File: config.mk
export PLATFORM = sky130hd
export DESIGN_NAME = decode_stage
export DESIGN_NICKNAME = d
export VERILOG_FILES = /design/src/rtl/decode_stage_pkg.sv /design/src/rtl/decode_stage_instr_decode.sv /design/src/rtl/decode_stage.sv
export SDC_FILE = /design/constraint.sdc
export NUM_CORES = 1
export LEC_CHECK = 0
export CORE_UTILIZATION = 63
export CTS_CLUSTER_SIZE = 30
export DETAILED_ROUTE_END_ITERATION = 8
export DONT_BUFFER_PORTS = 1
export PLACE_DENSITY = 0.82
export SLEW_MARGIN = 20
export SYNTH_ARGS = -nofsm -noshare
export SYNTH_HDL_FRONTEND = slang
export SYNTH_SLANG_ARGS = --single-unit
File: constraint.sdc
create_clock -name clk -period 3.7 [get_ports clk]
set_clock_uncertainty 0.05 [all_clocks]
set_input_delay 0.74 -clock clk [delete_from_list [all_inputs] [get_ports clk]]
set_output_delay 0.74 -clock clk [all_outputs]
set_load 0.02 [all_outputs]
File: src/rtl/decode_stage_pkg.sv
// Shared types for the RV32I-subset decode stage: ALU ops, opcode/funct encodings,
// scoreboard slot layout and the funct3 -> ALU op mapping shared by OP and OP-IMM.
package decode_pkg;

  typedef enum logic [3:0] {
    ALU_ADD   = 4'd0,
    ALU_SUB   = 4'd1,
    ALU_XOR   = 4'd2,
    ALU_OR    = 4'd3,
    ALU_AND   = 4'd4,
    ALU_SLT   = 4'd5,
    ALU_SLTU  = 4'd6,
    ALU_SLL   = 4'd7,
    ALU_SRL   = 4'd8,
    ALU_SRA   = 4'd9,
    ALU_PASSB = 4'd10
  } alu_op_t;

  localparam logic [6:0] OPC_OP     = 7'b0110011;
  localparam logic [6:0] OPC_OP_IMM = 7'b0010011;
  localparam logic [6:0] OPC_LOAD   = 7'b0000011;
  localparam logic [6:0] OPC_STORE  = 7'b0100011;
  localparam logic [6:0] OPC_LUI    = 7'b0110111;

  localparam logic [2:0] F3_ADD_SUB = 3'b000;
  localparam logic [2:0] F3_SLL     = 3'b001;
  localparam logic [2:0] F3_SLT     = 3'b010;
  localparam logic [2:0] F3_SLTU    = 3'b011;
  localparam logic [2:0] F3_XOR     = 3'b100;
  localparam logic [2:0] F3_SR      = 3'b101;
  localparam logic [2:0] F3_OR      = 3'b110;
  localparam logic [2:0] F3_AND     = 3'b111;
  localparam logic [2:0] F3_LW      = 3'b010;
  localparam logic [2:0] F3_SW      = 3'b010;

  localparam logic [6:0] F7_BASE = 7'b0000000;
  localparam logic [6:0] F7_ALT  = 7'b0100000;

  typedef struct packed {
    logic       valid;
    logic [4:0] rd;
    logic       writeback;
    logic       is_load;
  } sb_entry_t;

  // sub_ok separates OP (alt funct7 selects SUB) from OP-IMM (imm bits alias funct7)
  function automatic alu_op_t alu_from_f3(input logic [2:0] f3, input logic alt,
                                          input logic sub_ok);
    case (f3)
      F3_ADD_SUB: return (alt && sub_ok) ? ALU_SUB : ALU_ADD;
      F3_SLL:     return ALU_SLL;
      F3_SLT:     return ALU_SLT;
      F3_SLTU:    return ALU_SLTU;
      F3_XOR:     return ALU_XOR;
      F3_SR:      return alt ? ALU_SRA : ALU_SRL;
      F3_OR:      return ALU_OR;
      default:    return ALU_AND;
    endcase
  endfunction

endpackage

File: src/rtl/decode_stage_instr_decode.sv
// Combinational instruction decoder: fields, immediate, ALU op, source usage, illegal.
// Zero latency; no flow control.
module instr_decode
  import decode_pkg::*;
#(
  parameter int XLEN = 32
) (
  input  logic [31:0]     instr_i,
  output logic [4:0]      rs1_o,
  output logic [4:0]      rs2_o,
  output logic [4:0]      rd_o,
  output logic [XLEN-1:0] imm_o,
  output alu_op_t         alu_op_o,
  output logic            alu_rs2_reg_o,
  output logic            is_load_o,
  output logic            is_store_o,
  output logic            writeback_o,
  output logic            illegal_o,
  output logic            rs1_used_o,
  output logic            rs2_used_o
);

  logic [6:0] opcode, funct7;
  logic [2:0] funct3;
  logic       wb, ill;

  assign opcode = instr_i[6:0];
  assign rd_o   = instr_i[11:7];
  assign funct3 = instr_i[14:12];
  assign rs1_o  = instr_i[19:15];
  assign rs2_o  = instr_i[24:20];
  assign funct7 = instr_i[31:25];

  always_comb begin
    alu_op_o      = ALU_ADD;
    imm_o         = '0;
    alu_rs2_reg_o = 1'b0;
    is_load_o     = 1'b0;
    is_store_o    = 1'b0;
    rs1_used_o    = 1'b0;
    rs2_used_o    = 1'b0;
    wb            = 1'b0;
    ill           = 1'b0;
    case (opcode)
      OPC_OP: begin
        rs1_used_o    = 1'b1;
        rs2_used_o    = 1'b1;
        alu_rs2_reg_o = 1'b1;
        wb            = 1'b1;
        alu_op_o      = alu_from_f3(funct3, funct7 == F7_ALT, 1'b1);
        ill = !((funct7 == F7_BASE) ||
                (funct7 == F7_ALT && (funct3 == F3_ADD_SUB || funct3 == F3_SR)));
      end
      OPC_OP_IMM: begin
        rs1_used_o = 1'b1;
        wb         = 1'b1;
        imm_o      = XLEN'($signed(instr_i[31:20]));
        alu_op_o   = alu_from_f3(funct3, funct7 == F7_ALT, 1'b0);
      end
      OPC_LOAD: begin
        if (funct3 == F3_LW) begin
          rs1_used_o = 1'b1;
          wb         = 1'b1;
          is_load_o  = 1'b1;
          imm_o      = XLEN'($signed(instr_i[31:20]));
        end else begin
          ill = 1'b1;
        end
      end
      OPC_STORE: begin
        if (funct3 == F3_SW) begin
          rs1_used_o = 1'b1;
          rs2_used_o = 1'b1;
          is_store_o = 1'b1;
          imm_o      = XLEN'($signed({instr_i[31:25], instr_i[11:7]}));
        end else begin
          ill = 1'b1;
        end
      end
      OPC_LUI: begin
        wb       = 1'b1;
        alu_op_o = ALU_PASSB;
        imm_o    = XLEN'($signed({instr_i[31:12], 12'b0}));
      end
      default: ill = 1'b1;
    endcase
    // an illegal instruction must look inert to the scoreboard and execute
    if (ill) begin
      alu_op_o      = ALU_ADD;
      imm_o         = '0;
      alu_rs2_reg_o = 1'b0;
      is_load_o     = 1'b0;
      is_store_o    = 1'b0;
      rs1_used_o    = 1'b0;
      rs2_used_o    = 1'b0;
      wb            = 1'b0;
    end
    writeback_o = wb && (rd_o != 5'd0);
    illegal_o   = ill;
  end

endmodule

File: src/rtl/decode_stage.sv
// Registered decode with forwarding scoreboard and load-use stall; 1 cycle latency.
// Holds D/EX and scoreboard while out_ready=0; in_ready drops on a load-use hazard.
module decode_stage
  import decode_pkg::*;
#(
  parameter  int XLEN      = 32,
  parameter  int FWD_DEPTH = 3,
  localparam int SEL_W     = $clog2(FWD_DEPTH + 1)
) (
  input  logic             clk,
  input  logic             rst,
  input  logic             in_valid,
  input  logic [31:0]      in_instr,
  output logic             in_ready,
  input  logic             flush,
  input  logic             out_ready,
  output logic             out_valid,
  output logic [4:0]       out_rs1_addr,
  output logic [4:0]       out_rs2_addr,
  output logic [4:0]       out_rd_addr,
  output logic [XLEN-1:0]  out_imm,
  output alu_op_t          out_alu_op,
  output logic             out_alu_rs2_reg,
  output logic             out_is_load,
  output logic             out_is_store,
  output logic             out_writeback,
  output logic             out_illegal,
  output logic [SEL_W-1:0] out_rs1_fwd,
  output logic [SEL_W-1:0] out_rs2_fwd
);

  logic [4:0]      dec_rs1, dec_rs2, dec_rd;
  logic [XLEN-1:0] dec_imm;
  alu_op_t         dec_alu_op;
  logic            dec_rs2_reg, dec_is_load, dec_is_store, dec_wb, dec_illegal;
  logic            dec_rs1_used, dec_rs2_used;

  instr_decode #(.XLEN(XLEN)) u_dec (
    .instr_i      (in_instr),
    .rs1_o        (dec_rs1),
    .rs2_o        (dec_rs2),
    .rd_o         (dec_rd),
    .imm_o        (dec_imm),
    .alu_op_o     (dec_alu_op),
    .alu_rs2_reg_o(dec_rs2_reg),
    .is_load_o    (dec_is_load),
    .is_store_o   (dec_is_store),
    .writeback_o  (dec_wb),
    .illegal_o    (dec_illegal),
    .rs1_used_o   (dec_rs1_used),
    .rs2_used_o   (dec_rs2_used)
  );

  // sb_q[1] mirrors the D/EX register; older producers shift toward FWD_DEPTH
  sb_entry_t        sb_q [1:FWD_DEPTH];
  logic             valid_q, rs2_reg_q, is_load_q, is_store_q, wb_q, illegal_q;
  logic [4:0]       rs1_q, rs2_q, rd_q;
  logic [XLEN-1:0]  imm_q;
  alu_op_t          alu_op_q;
  logic [SEL_W-1:0] rs1_fwd_q, rs2_fwd_q, rs1_fwd_d, rs2_fwd_d;
  logic             adv, hazard, accept;

  assign adv      = out_ready || !valid_q;
  assign in_ready = !rst && (flush || (adv && !hazard));
  assign accept   = in_valid && in_ready && !flush;

  always_comb begin
    rs1_fwd_d = '0;
    rs2_fwd_d = '0;
    // walk oldest to newest so the nearest producer overwrites
    for (int k = FWD_DEPTH; k >= 1; k--) begin
      if (sb_q[k].valid && sb_q[k].writeback) begin
        if (dec_rs1_used && dec_rs1 != 5'd0 && sb_q[k].rd == dec_rs1) rs1_fwd_d = SEL_W'(k);
        if (dec_rs2_used && dec_rs2 != 5'd0 && sb_q[k].rd == dec_rs2) rs2_fwd_d = SEL_W'(k);
      end
    end
    hazard = sb_q[1].valid && sb_q[1].is_load && sb_q[1].writeback &&
             ((dec_rs1_used && sb_q[1].rd == dec_rs1) ||
              (dec_rs2_used && sb_q[1].rd == dec_rs2));
  end

  always_ff @(posedge clk or posedge rst) begin
    if (rst) begin
      valid_q    <= 1'b0;
      rs1_q      <= '0;
      rs2_q      <= '0;
      rd_q       <= '0;
      imm_q      <= '0;
      alu_op_q   <= ALU_ADD;
      rs2_reg_q  <= 1'b0;
      is_load_q  <= 1'b0;
      is_store_q <= 1'b0;
      wb_q       <= 1'b0;
      illegal_q  <= 1'b0;
      rs1_fwd_q  <= '0;
      rs2_fwd_q  <= '0;
      for (int k = 1; k <= FWD_DEPTH; k++) sb_q[k] <= '0;
    end else if (flush || adv) begin
      valid_q <= accept;
      if (accept) begin
        rs1_q      <= dec_rs1;
        rs2_q      <= dec_rs2;
        rd_q       <= dec_rd;
        imm_q      <= dec_imm;
        alu_op_q   <= dec_alu_op;
        rs2_reg_q  <= dec_rs2_reg;
        is_load_q  <= dec_is_load;
        is_store_q <= dec_is_store;
        wb_q       <= dec_wb;
        illegal_q  <= dec_illegal;
        rs1_fwd_q  <= rs1_fwd_d;
        rs2_fwd_q  <= rs2_fwd_d;
      end
      sb_q[1] <= '{valid: accept, rd: dec_rd, writeback: dec_wb, is_load: dec_is_load};
      // a flushed D/EX entry never produced a result, so a bubble moves down instead
      for (int k = 2; k <= FWD_DEPTH; k++) sb_q[k] <= (k == 2 && flush) ? '0 : sb_q[k-1];
    end
  end

  assign out_valid       = valid_q;
  assign out_rs1_addr    = rs1_q;
  assign out_rs2_addr    = rs2_q;
  assign out_rd_addr     = rd_q;
  assign out_imm         = imm_q;
  assign out_alu_op      = alu_op_q;
  assign out_alu_rs2_reg = rs2_reg_q;
  assign out_is_load     = is_load_q;
  assign out_is_store    = is_store_q;
  assign out_writeback   = wb_q;
  assign out_illegal     = illegal_q;
  assign out_rs1_fwd     = rs1_fwd_q;
  assign out_rs2_fwd     = rs2_fwd_q;

endmodule

# ---- Yosys cells after proc, flatten, opt, wreduce, memory -nomap -nowiden
# Cells that the tools add are included.
dict set report word_totals {
  ff_bits 82
  out_inout_bits 62
}
dict set report classes {
  eq_ne 18
  n_mux 38
  reduce_logical 43
}
# op n
set op_table {}
lappend op_table {{case mux 32 bit (4 select lines)} 1}
lappend op_table {{two-way mux 32 bit} 3}
lappend op_table {{case mux 4 bit (7 select lines)} 2}
lappend op_table {{equality test 5 bit} 6}
lappend op_table {{equality test 7 x 6 -> 1 bit, second input constant} 4}
lappend op_table {{two-way mux 2 bit} 12}
lappend op_table {{logical AND 1 bit} 22}
lappend op_table {{nonzero test 5 bit} 3}
lappend op_table {{two-way mux 1 bit} 13}
lappend op_table {{case mux 4 bit (3 select lines)} 1}
lappend op_table {{equality test 3 bit, second input constant} 3}
lappend op_table {{two-way mux 8 bit} 1}
lappend op_table {{equality test 7 x 2 -> 1 bit, second input constant} 1}
lappend op_table {{equality test 7 x 5 -> 1 bit, second input constant} 1}
lappend op_table {{zero test 7 bit} 1}
lappend op_table {{equality test 3 x 2 -> 1 bit, second input constant} 2}
lappend op_table {{logical OR 1 bit} 6}
lappend op_table {{case mux 1 bit (2 select lines)} 3}
lappend op_table {{OR reduction 2 bit} 3}
lappend op_table {{zero test 1 bit} 5}
lappend op_table {{two-way mux 4 bit} 1}
lappend op_table {{equality test 3 x 1 -> 1 bit, second input constant} 1}
lappend op_table {{zero test 3 bit} 1}
lappend op_table {{case mux 1 bit (3 select lines)} 1}
lappend op_table {{2 further kinds} 2}

# ---- Depth between registers and ports, before layout
dict set report depth {
  ltp_word 17
  depth_mapped 8
}

# ---- Modules after synthesis
# Synthesis repeated with hierarchy kept, for this count alone.
dict set report unflattened {
  hier_cells 365
  area_unflattened_um2 4302.9
}
# mod instances cells_each area_each_um2 seq_area_each_um2
set by_module_without_submodules {}
lappend by_module_without_submodules {decode_stage 1 259 3568.4 2052.0}
lappend by_module_without_submodules {instr_decode 1 106 734.5 0.0}

# ---- Worst setup path before layout
# No wires, ideal clock.
dict set report synth_timing {
  kind {input-to-output}
  start {input in_instr[26]}
  end {output in_ready}
  arrival_ns 2.354
  required_ns 2.910
  path_slack_ns 0.556
  cell_stages 6
  path_cell_list {or4_4 -> o31ai_4 -> o2111a_2 -> o21ai_4 -> nor2_1 -> nor3_1}
}
dict set report synth_via {
  elab_chain_cells 13
  elab_cells_between_ends 16
  cone_classes {eq/ne: 1; mux: 3; reduce/logical: 12}
}
# item line_no
set synth_rtl {}
lappend synth_rtl {{from (decl)} decode_stage.sv:13} ;# input logic [31:0] in_instr,
lappend synth_rtl {{equality test 7 x 6 -> 1 bit} decode_stage_instr_decode.sv:52} ;# (funct7 == F7_ALT && (funct3 == F3_ADD_SUB || funct3 == F3_SR)));
lappend synth_rtl {{logical AND 1 bit} decode_stage_instr_decode.sv:52}
lappend synth_rtl {{logical OR 1 bit (*)} decode_stage_instr_decode.sv:51} ;# ill = !((funct7 == F7_BASE) ||
lappend synth_rtl {{zero test 1 bit (*)} decode_stage_instr_decode.sv:51}
lappend synth_rtl {{case mux 1 bit (3 select lines) (*)} decode_stage_instr_decode.sv:44} ;# case (opcode)
lappend synth_rtl {{two-way mux 1 bit} decode_stage_instr_decode.sv:88} ;# if (ill) begin
lappend synth_rtl {{logical AND 1 bit (on tied branches)} {decode_stage.sv:78, decode_stage.sv:79}}
lappend synth_rtl {{logical OR 1 bit (*)} decode_stage.sv:78} ;# ((dec_rs1_used && sb_q[1].rd == dec_rs1) ||
lappend synth_rtl {{logical AND 1 bit (*)} decode_stage.sv:77} ;# hazard = sb_q[1].valid && sb_q[1].is_load && sb_q[1].writeback &&
lappend synth_rtl {{zero test 1 bit (*)} decode_stage.sv:64} ;# assign in_ready = !rst && (flush || (adv && !hazard));
lappend synth_rtl {{logical AND 1 bit (*)} decode_stage.sv:64}
lappend synth_rtl {{logical OR 1 bit (*)} decode_stage.sv:64}
lappend synth_rtl {{logical AND 1 bit (*)} decode_stage.sv:64}
lappend synth_rtl {{to (decl)} decode_stage.sv:14} ;# output logic in_ready,
# Every way passes the cells marked *; elsewhere a longest branch is shown, timed or not.

# ---- Final worst setup path
# Ends and elaborated chain as after synthesis.

==> summary.md <==
| Metric | Value |
|---|---|
| Layout Nets | 396 |
| Num CTS Buffers | 9 |
| Total via count in the routed design | 2936 |
| R2R cell count | 6 |
| Antenna violations before repair | 0 |
| Placed Instances | 425 |
| Worst setup slack for register-to-register paths | 1.11 ns |
| FF+latch count, synth | 82 |
| Hold-fix buffers, CTS | 0 |
| CTS sink cnt | 82 |
| Crit share post-route | 84.11% |
| Transition time at the pin with the least slew margin | 1.023 ns |
| Maximum buffer depth of the clock tree | 2 |
| Total congestion overflow | 0 |
| Initial core utilization | 65.58% |
| Die width | 83.30 um |
| Post-Syn Area | 4164 um^2 |
| DRC errors left | 0 |
| Synth-to-layout area growth | 5.499% |
| Clock slew seen by the registers of the worst setup and hold paths | 0.09 ns |
| Reg2Reg Launch Point | sb_q[19] |
| Number of flip-flops in the largest register | 32 |
| Min cycle time layout | 3.112 ns |
| Setup repair after global routing missed its margin | false |
| Number of fillers in the final layout | 455 |
| Total design power | 1986 uW |
| Number of standard cells in the final layout excluding fillers | 440 |
| Crit Path Category | in2out |
| Number of distinct standard cells referenced by the synthesized netlist | 55 |
| # port buffers | 0 |
| Async set or reset register ratio after synthesis | 100.0% |
| First element of the critical path | in_instr[26] |
| Postcts setup bufs | 0 |
| Via count of the first global-routing pass | 2968 |
| Reg-to-Reg End | out_imm[1] |
| Total leakage power | 0.001844 uW |
| Root buffer cell | clkbuf_8 |
| Endpoint class of the critical path | primary output |
| Routability congestion estimate | 0.9163 |
| Via density per instance | 6.673 |
| Mean routed wirelength per cell | 21.78 um |
| Pins Over Slew Limit | 0 |
| Top fanout value on the critical path | 7 |
| Global router's overall resource usage | 29.57% |
| Maximum VDD drop | 0.4295 mV |
| Total of warnings raised by yosys | 0 |
| Remaining antenna violation count after routing | 0 |
| Cells taking the most area after synthesis | dfrtp_1, mux2_2, mux2_4, a2bb2oi_1, xor2_1 |
| Number of setup violations in the final report | 0 |
| Synthesized instance count | 363 |
| Share of final-layout standard cells stronger than drive strength 1 | 20.66% |
| Placeable Area | 6350 um^2 |
| Dpl hpwl | 6739 um |
| I/O pins | 99 |
| Pwr/cell area | 452.2 nW/um^2 |
| Maximum number of pins on one net before global-route repair | 54 |
| Die boundary height | 83.30 um |
| Number of instances resized during post-cts repair | 0 |
| Crit path arrival time | 2.32 ns |
| First drt pass iteration count | 4 |
| Setup crit start kind | input pin |
| Number of violations reported at the end of detailed-routing iteration 0 | 279 |
| TritonCTS clock tree | yes |
| Cell type with the highest aggregate area in the netlist | dfrtp_1 |
| Post-synth top flop | dfrtp_1 |
| Highest clock rate | 321.3 MHz |
| Final count of hold timing violations | 0 |
| Max-slew headroom at the worst pin | 31.68% |
| Status | completed |
| Number of standard-cell rows in the floorplan | 29 |
| Post-Syn Area per Cell | 11.47 um^2 |
| Post-synth top area share | 49.28% |
| Total wirelength of the detailed-routed design | 9583 um |
| CTS H-Tree Depth | 3 |
| Sum Neg Setup Slack | 0 ns |
| Post-Synthesis Net Count | 400 |
| Count of flip-flops with a built-in enable after synthesis | 0 |
| Hold/Removal Path Class | in2async |
| Wire length of the first global-routing pass | 15760 um |
| Max-capacitance violation count | 0 |
| Fraction of the yosys area taken by sequential cells | 49.28% |
| Required time at the endpoint of the critical path | 2.91 ns |
| Die footprint | 6939 um^2 |
| Number of antenna diodes | 0 |
| Clock latency on the worst-skew pair | 0.36 ns |
## logic make-up (layout without fill, tap and decap cells)
logic type / count (synthesis) / count (layout) / synth area share (%)
flops: 82 / 82 / 49.28
buf+inv: 27 / 27 / 3.456
mux: 38 / 38 / 11.36
simple gates: 104 / 104 / 13.16
compound gates: 81 / 81 / 16.23
xor+xnor: 31 / 31 / 6.520
## through the flow
step           setup slack (ns)  hold WS (ns)  utilization (%)  cell area [um^2]
2_1_floorplan            0.5560        0.4174                -              4164
3_3_place_gp             0.6478        0.4371            66.17              4202
3_5_place_dp             0.6297        0.4428            66.17              4202
4_1_cts                  0.6130        0.3915            69.18              4393
5_1_grt                  0.5188        0.4065            69.18              4393
6_report                 0.5878        0.3657            69.18              4393
## worst max path at each step
stage                           to  slack, ns  cells after the start
after floorplan           in_ready       0.56                      6
after global placement    in_ready       0.65                      7
after detailed placement  in_ready       0.63                      7
after CTS                 in_ready       0.61                      7
after global routing      in_ready       0.52                      7
final                     in_ready       0.59                      7
## synth_stat cells (all sizes together), types with 7 or more instances
cell type / number
o21ai: 18
nor2: 15
nor3: 7
o2bb2ai: 9
buf: 14
nand2: 37
dfrtp: 82
clkbuf: 10
xor2: 16
xnor2: 15
a2bb2oi: 19
mux2: 38
nand2b: 10
## layout make-up
class	count	area, um^2	share of cell area, %
tap	77	96.34	2.193
timing repair buffer	9	67.56	1.538
inverter	3	12.51	0.2848
sequential	82	2052	46.71
clock buffer	9	123.9	2.820
multi-input combinational	254	1973	44.92
clock inverter	6	67.56	1.538
## power by group
group,internal (uW),switching [uW]
combinational,116,85.4
clock,310,330
sequential,980,164
total,1410,580
## worst max-delay path, cell delays in order
cell and delay, ns:
or4_4 0.55, o31ai_4 0.21, o2111a_2 0.28, o21ai_4 0.10, nor2_1 0.19, nor3_1 0.08, buf_4 0.17
## cell usage in the layout, fill, tap and decap left out, types with 3 or more instances in the layout
cell type,instances
a21o_1,4
a21oi_1,3
a22o_1,6
a2bb2oi_1,19
a32o_1,3
and2_1,3
buf_4,9
clkbuf_8,9
dfrtp_1,82
mux2_2,25
mux2_4,12
nand2_1,37
nand2b_1,10
nand3_1,6
nand4_1,5
nor2_1,15
nor3_1,6
nor4_1,6
o211ai_1,3
o21ai_0,15
o2bb2ai_1,9
xnor2_1,15
xor2_1,16
## metal layers
| layer | global-route usage, % | wire length (um) | part of all wire (%) |
|---|---|---|---|
| met3 | 12.82 | 1172 | 12 |
| met2 | 42.40 | 4253 | 44 |
| met4 | 10.03 | 174 | 1.8 |
| met5 | 0 | 0 | 0 |
| met1 | 40.35 | 3982 | 42 |
Note: power is estimated with default switching activity, not from simulation.
